### src/rtl/stream_mux_rr_if.sv
// stream_mux_rr_if: handshake bundle between the N input streams and the single output stream.
// Ports/signals:
//   in_valid[N], in_data[N*W], sel[SW]  - per-channel requests, data and external select
//   in_ready[N]                         - per-channel accept, one-hot or zero
//   out_valid, out_data[W], out_chan[SW] - registered output word and its source channel
//   out_ready                           - downstream accept
//   xfer_cnt[16]                        - completed output transfer count
// Modports: master = stream source/sink side, slave = the mux.
interface stream_mux_rr_if #(
    parameter int N  = 8,
    parameter int W  = 8,
    parameter int SW = 3
);
    logic [N-1:0]   in_valid;
    logic [N-1:0]   in_ready;
    logic [N*W-1:0] in_data;
    logic [SW-1:0]  sel;
    logic           out_valid;
    logic           out_ready;
    logic [W-1:0]   out_data;
    logic [SW-1:0]  out_chan;
    logic [15:0]    xfer_cnt;
    modport master (
        output in_valid, in_data, sel, out_ready,
        input  in_ready, out_valid, out_data, out_chan, xfer_cnt
    );
    modport slave (
        input  in_valid, in_data, sel, out_ready,
        output in_ready, out_valid, out_data, out_chan, xfer_cnt
    );
endinterface

### src/rtl/stream_mux_rr.sv
// stream_mux_rr: N-to-1 stream multiplexer with registered output, external select or round-robin.
// Ports:
//   clk     - clock, all state on rising edge
//   reset_n - synchronous active-low reset
//   bus     - stream_mux_rr_if.slave: in_valid/in_ready/in_data/sel in, out_valid/out_ready/out_data/out_chan out, xfer_cnt
// Parameters: N channels, W data bits, SW channel-index bits, MODE (0 = external sel, 1 = round-robin).
// Optional feature: define STREAM_MUX_RR_CNT_EN to enable the 16-bit transfer counter (else xfer_cnt = 0).
module stream_mux_rr #(
    parameter int N    = 8,
    parameter int W    = 8,
    parameter int SW   = 3,
    parameter int MODE = 0
) (
    input logic            clk,
    input logic            reset_n,
    stream_mux_rr_if.slave bus
);
    localparam int SW1 = SW + 1;
    localparam logic [SW:0] NL = SW1'(N);
    typedef enum logic {EMPTY, FULL} state_t;
    state_t        state, state_nx;
    logic [SW-1:0] ptr, start, off, rr_c, c, chan_q;
    logic [SW:0]   sum;
    logic [N-1:0]  rot, onehot;
    logic [W-1:0]  data_q;
    logic          rr_hit, in_range, load, grant;

    // Search begins one past the last granted channel, wrapping at N.
    assign start = ({1'b0, ptr} == NL - 1'b1) ? '0 : ptr + 1'b1;
    assign rot   = N'({bus.in_valid, bus.in_valid} >> start);

    // Lowest set bit of the rotated request vector is the nearest channel after ptr.
    always_comb begin
        off    = '0;
        rr_hit = 1'b0;
        for (int i = N - 1; i >= 0; i--)
            if (rot[i]) begin
                off    = SW'(i);
                rr_hit = 1'b1;
            end
    end

    assign sum      = {1'b0, start} + {1'b0, off};
    assign rr_c     = (sum >= NL) ? SW'(sum - NL) : sum[SW-1:0];
    assign c        = (MODE == 0) ? bus.sel : rr_c;
    assign in_range = {1'b0, c} < NL;
    assign onehot   = N'(1) << c;
    assign load     = (state == EMPTY) | bus.out_ready;
    assign grant    = reset_n & load & in_range & (|(bus.in_valid & onehot));

    assign bus.in_ready  = (reset_n & load & in_range & ((MODE == 0) | rr_hit)) ? onehot : '0;
    assign bus.out_valid = state == FULL;
    assign bus.out_data  = data_q;
    assign bus.out_chan  = chan_q;

    always_comb begin
        state_nx = state;
        if (load) state_nx = grant ? FULL : EMPTY;
    end

    always_ff @(posedge clk) begin
        if (!reset_n) begin
            state  <= EMPTY;
            data_q <= '0;
            chan_q <= '0;
            ptr    <= SW'(N - 1);
        end else begin
            state <= state_nx;
            if (grant) begin
                data_q <= W'(bus.in_data >> (c * W));
                chan_q <= c;
            end
            if (grant && MODE == 1) ptr <= c;
        end
    end

`ifdef STREAM_MUX_RR_CNT_EN
    logic [15:0] cnt_q;
    always_ff @(posedge clk) begin
        if (!reset_n) cnt_q <= '0;
        else if (state == FULL && bus.out_ready) cnt_q <= cnt_q + 1'b1;
    end
    assign bus.xfer_cnt = cnt_q;
`else
    assign bus.xfer_cnt = '0;
`endif
endmodule

### src/flat_wrapper.sv
// flat-port wrapper written by rule: the top's interface ports become plain ports
module stream_mux_rr_flat 
#(
    parameter int N    = 8,
    parameter int W    = 8,
    parameter int SW   = 3,
    parameter int MODE = 0
)
  (clk, reset_n, bus_in_valid, bus_in_data, bus_sel, bus_out_ready, bus_in_ready, bus_out_valid, bus_out_data, bus_out_chan, bus_xfer_cnt);
  stream_mux_rr_if #(.N(N), .W(W), .SW(SW)) bus_i ();
  input logic clk;
  input logic reset_n;
  input wire logic [$bits(bus_i.in_valid)-1:0] bus_in_valid;
  input wire logic [$bits(bus_i.in_data)-1:0] bus_in_data;
  input wire logic [$bits(bus_i.sel)-1:0] bus_sel;
  input wire logic [$bits(bus_i.out_ready)-1:0] bus_out_ready;
  output wire logic [$bits(bus_i.in_ready)-1:0] bus_in_ready;
  output wire logic [$bits(bus_i.out_valid)-1:0] bus_out_valid;
  output wire logic [$bits(bus_i.out_data)-1:0] bus_out_data;
  output wire logic [$bits(bus_i.out_chan)-1:0] bus_out_chan;
  output wire logic [$bits(bus_i.xfer_cnt)-1:0] bus_xfer_cnt;
  assign bus_i.in_valid = bus_in_valid;
  assign bus_i.in_data = bus_in_data;
  assign bus_i.sel = bus_sel;
  assign bus_i.out_ready = bus_out_ready;
  assign bus_in_ready = bus_i.in_ready;
  assign bus_out_valid = bus_i.out_valid;
  assign bus_out_data = bus_i.out_data;
  assign bus_out_chan = bus_i.out_chan;
  assign bus_xfer_cnt = bus_i.xfer_cnt;
  stream_mux_rr #(.N(N), .W(W), .SW(SW), .MODE(MODE)) u_core (.clk(clk), .reset_n(reset_n), .bus(bus_i));
endmodule
### config.mk
export PLATFORM = sky130hd
export DESIGN_NAME = stream_mux_rr_flat
export DESIGN_NICKNAME = d
export VERILOG_FILES = /design/src/rtl/stream_mux_rr_if.sv /design/src/rtl/stream_mux_rr.sv /design/src/flat_wrapper.sv
export SDC_FILE = /design/constraint.sdc
export NUM_CORES = 1
export LEC_CHECK = 0
export BUFFER_PORTS_ARGS = -buffer_cell sky130_fd_sc_hd__buf_4
export CORE_MARGIN = 2
export CORE_UTILIZATION = 39
export CTS_BUF_LIST = sky130_fd_sc_hd__clkbuf_4 sky130_fd_sc_hd__clkbuf_8
export CTS_CLUSTER_DIAMETER = 80
export DETAILED_ROUTE_END_ITERATION = 6
export PLACE_DENSITY_LB_ADDON = 0.15
export SLEW_MARGIN = 20
export SYNTH_ARGS = -nofsm -noshare
export SYNTH_HDL_FRONTEND = slang
export SYNTH_SLANG_ARGS = --single-unit
### constraint.sdc
create_clock -name clk -period 1.2 [get_ports clk]
set_input_delay 0.06 -clock clk [delete_from_list [all_inputs] [get_ports clk]]
set_output_delay 0.06 -clock clk [all_outputs]
set_load 0.02 [all_outputs]
==> metrics.cfg <==
[finish]
nets = 324
utilization_pct = 65.69
layout_commonest_cell = buf_4
area_growth_pct = 60.16
antennaDiodeCount = 0
drive_gt1_share_pct = 48.57
stdcell_count = 289
final_cell_mix = buf_4 (102), mux2i_1 (37), nand2_1 (17)

[timing]
finalCriticalPeriod_ns = 1.172
whs_ns = 0.1132
rsz0062_at_grt = yes
fmax_mhz = 853.3
hold_viol_final = 0
finalMaxSlewViolations = 0
setup_viol = 0
worst_slack_ns = 0.02815
post-route-period-util_pct = 97.65
finClkSkew_ns = 0.001855
fin_setup_tns_ns = 0

[route]
drc = 0
routed_wl_mm = 3.533
vias_per_cell = 4.751
dr.pass1.iters = 4
antenna_left = 0
num_vias = 1373
wl_per_cell_um = 12.22
drt-initial-drc-count = 29

[job]
max_cap_viol_count = 0

[placed_design]
port_buffers = 97
dp.cells = 285
globalplace.congestion = 0.8157
hpwlAfterDp_mm = 2.919
preCtsSetupSlack_ns = -0.008521

[synth]
yosys.area.top_type = mux2i_1
yosysSeqAreaShare_pct = 19.03
synth-seq-cells = 12
synth.distinct_cells = 26
synth_area_um2 = 1262
syn_area_per_cell_um2 = 8.416
yosys_warnings = 0
synthTopCellsByArea = mux2i_1 (29%), dfxtp_1 (19%), buf_4 (10%), a22oi_1 (7.7%), nand2_1 (5.1%)
netlist.area_leader.share_pct = 29.34
synth_cells = 150

[clocking]
htree_levels = 1
cts_root_buf = clkbuf_4
cts_tree = built
cts_setup_buffers = 0
path_clk_slew_ns = 0.07
clock_path_buffers = 2
clk_latency_ns = 0.27
cts_made_buffers = 3
cts_num_sinks = 12

[global_route]
gr-total-overflow = 0
grt_usage_pct = 18.87
grt_pass1_vias = 1246
grt_max_degree = 39
antenna_found_initial = 0
grt_pass1_wl_mm = 5.257

[power]
power_switching_mw = 0.5195
power.share.sequential_pct = 31.4
ir_drop_mv = 0.4903
intPower_mw = 1.033
p_sw_share_pct = 33.45
power_frac_clock_pct = 20.3
p_comb_share_pct = 48.3
power.leakage_nw = 1.085
p_per_area_nw_per_um2 = 767.9

[setup_path]
slowest_stage = dfxtp_1
arrival_ns = 1.11
critical-path-max-stage-delay_ns = 0.33
critical_path_class = reg2out
cp_max_fo = 4
required_ns = 1.14
crit_path_end_kind = output port
cp_cell_sequence = nand2b_4, nand3_2, nor3_2, buf_4
start_kind = flip-flop

[floorplan]
rows = 20
die_h_um = 60.90
core-area_um2 = 3078
start_util_pct = 41.02
dieWidth_um = 60.90
die-area_um2 = 3708
ios = 114

[run_status]
outcome = finished, final reports clean

[worst_hold_path]
hold_class = in2reg

## state kept, by name, indices dropped and copies added (netlist names)
| register | count |
|---|---|
| u_core.bus.out_data | 8 |
| u_core.bus.out_chan | 3 |
| u_core.bus.out_valid | 1 |
## critical path: cells and delay by family (launching register included)
family | cells | cell delay, ns
AND/OR/NAND/NOR | 3 | 0.35
flip-flops | 1 | 0.33
buffers and inverters | 1 | 0.16
## what timing repair did
action,CTS,global route
setup endpoints to repair,8,8
pin swaps,0,1
hold buffers,0,0
resized for setup,5,1
## routing by layer
layer  GRT usage [%]  routed length (um)  vias to the layer above
met5               0                   0                        -
met4           2.795                   9                        0
met3           6.397                 382                        2
met2           34.41                1774                       73
met1           21.75                1366                      605
li1                -                   -                      693
## cells in the mapped netlist
cell,instances
buf_6,5
buf_2,2
nand2_1,17
nand4b_2,1
a22oi_1,13
mux2i_1,37
inv_1,1
buf_4,17
and2b_1,2
nor2_1,15
and2_2,1
nand3_1,6
o311ai_1,1
nand2b_1,1
a21boi_1,1
o211ai_1,5
mux4_2,2
inv_2,2
dfxtp_1,12
a22oi_2,1
clkbuf_1,2
conb_1,1
nor2b_1,1
clkbuf_4,1
nor3_1,2
o2111ai_1,1
## layout make-up
class                   instances  area, um2
clock buffers                   4      36.28
fillers                       299       1056
inverters                       3      11.26
multi-input cells             123      893.4
flip-flops and latches         12      240.2
well taps                      44      55.05
repair buffers                103      785.8
## per-stage QoR
stage	area [um2]	power [mW]
after global placement	1951	1.231
final	2022	1.553
after floorplan	1319	0.9374
after detailed placement	1951	1.235
after CTS	2014	1.559
after global routing	2022	1.651
## worst paths after layout
check	from	to	slack, ns	depth (start not counted)
max reg2reg	u_core.bus.out_valid	u_core.bus.out_data[6]	0.07	5
min reg2reg	u_core.bus.out_data[2]	u_core.bus.out_data[2]	0.46	2
min	bus_in_data[24]	u_core.bus.out_data[0]	0.11	3
max	u_core.bus.out_valid	bus_in_ready[0]	0.03	4
## logic make-up after synthesis
kind of cell	count (synthesis)	synth area share (%)
AOI/OAI and AO/OA	22	13.68
buffers and inverters	30	17.44
DFF	12	19.03
muxes	39	32.90
other	1	0.2970
and+or+nand+nor	46	16.65
## power groups by stage
stage | clock, mW | combinational (mW) | sequential (mW)
finish | 0.316 | 0.750 | 0.487
global route | 0.344 | 0.813 | 0.494
CTS | 0.320 | 0.752 | 0.487
detailed placement | 0 | 0.744 | 0.492
global placement | 0 | 0.736 | 0.495
floorplan | 0 | 0.379 | 0.559
(Power assumes the default switching activity.)
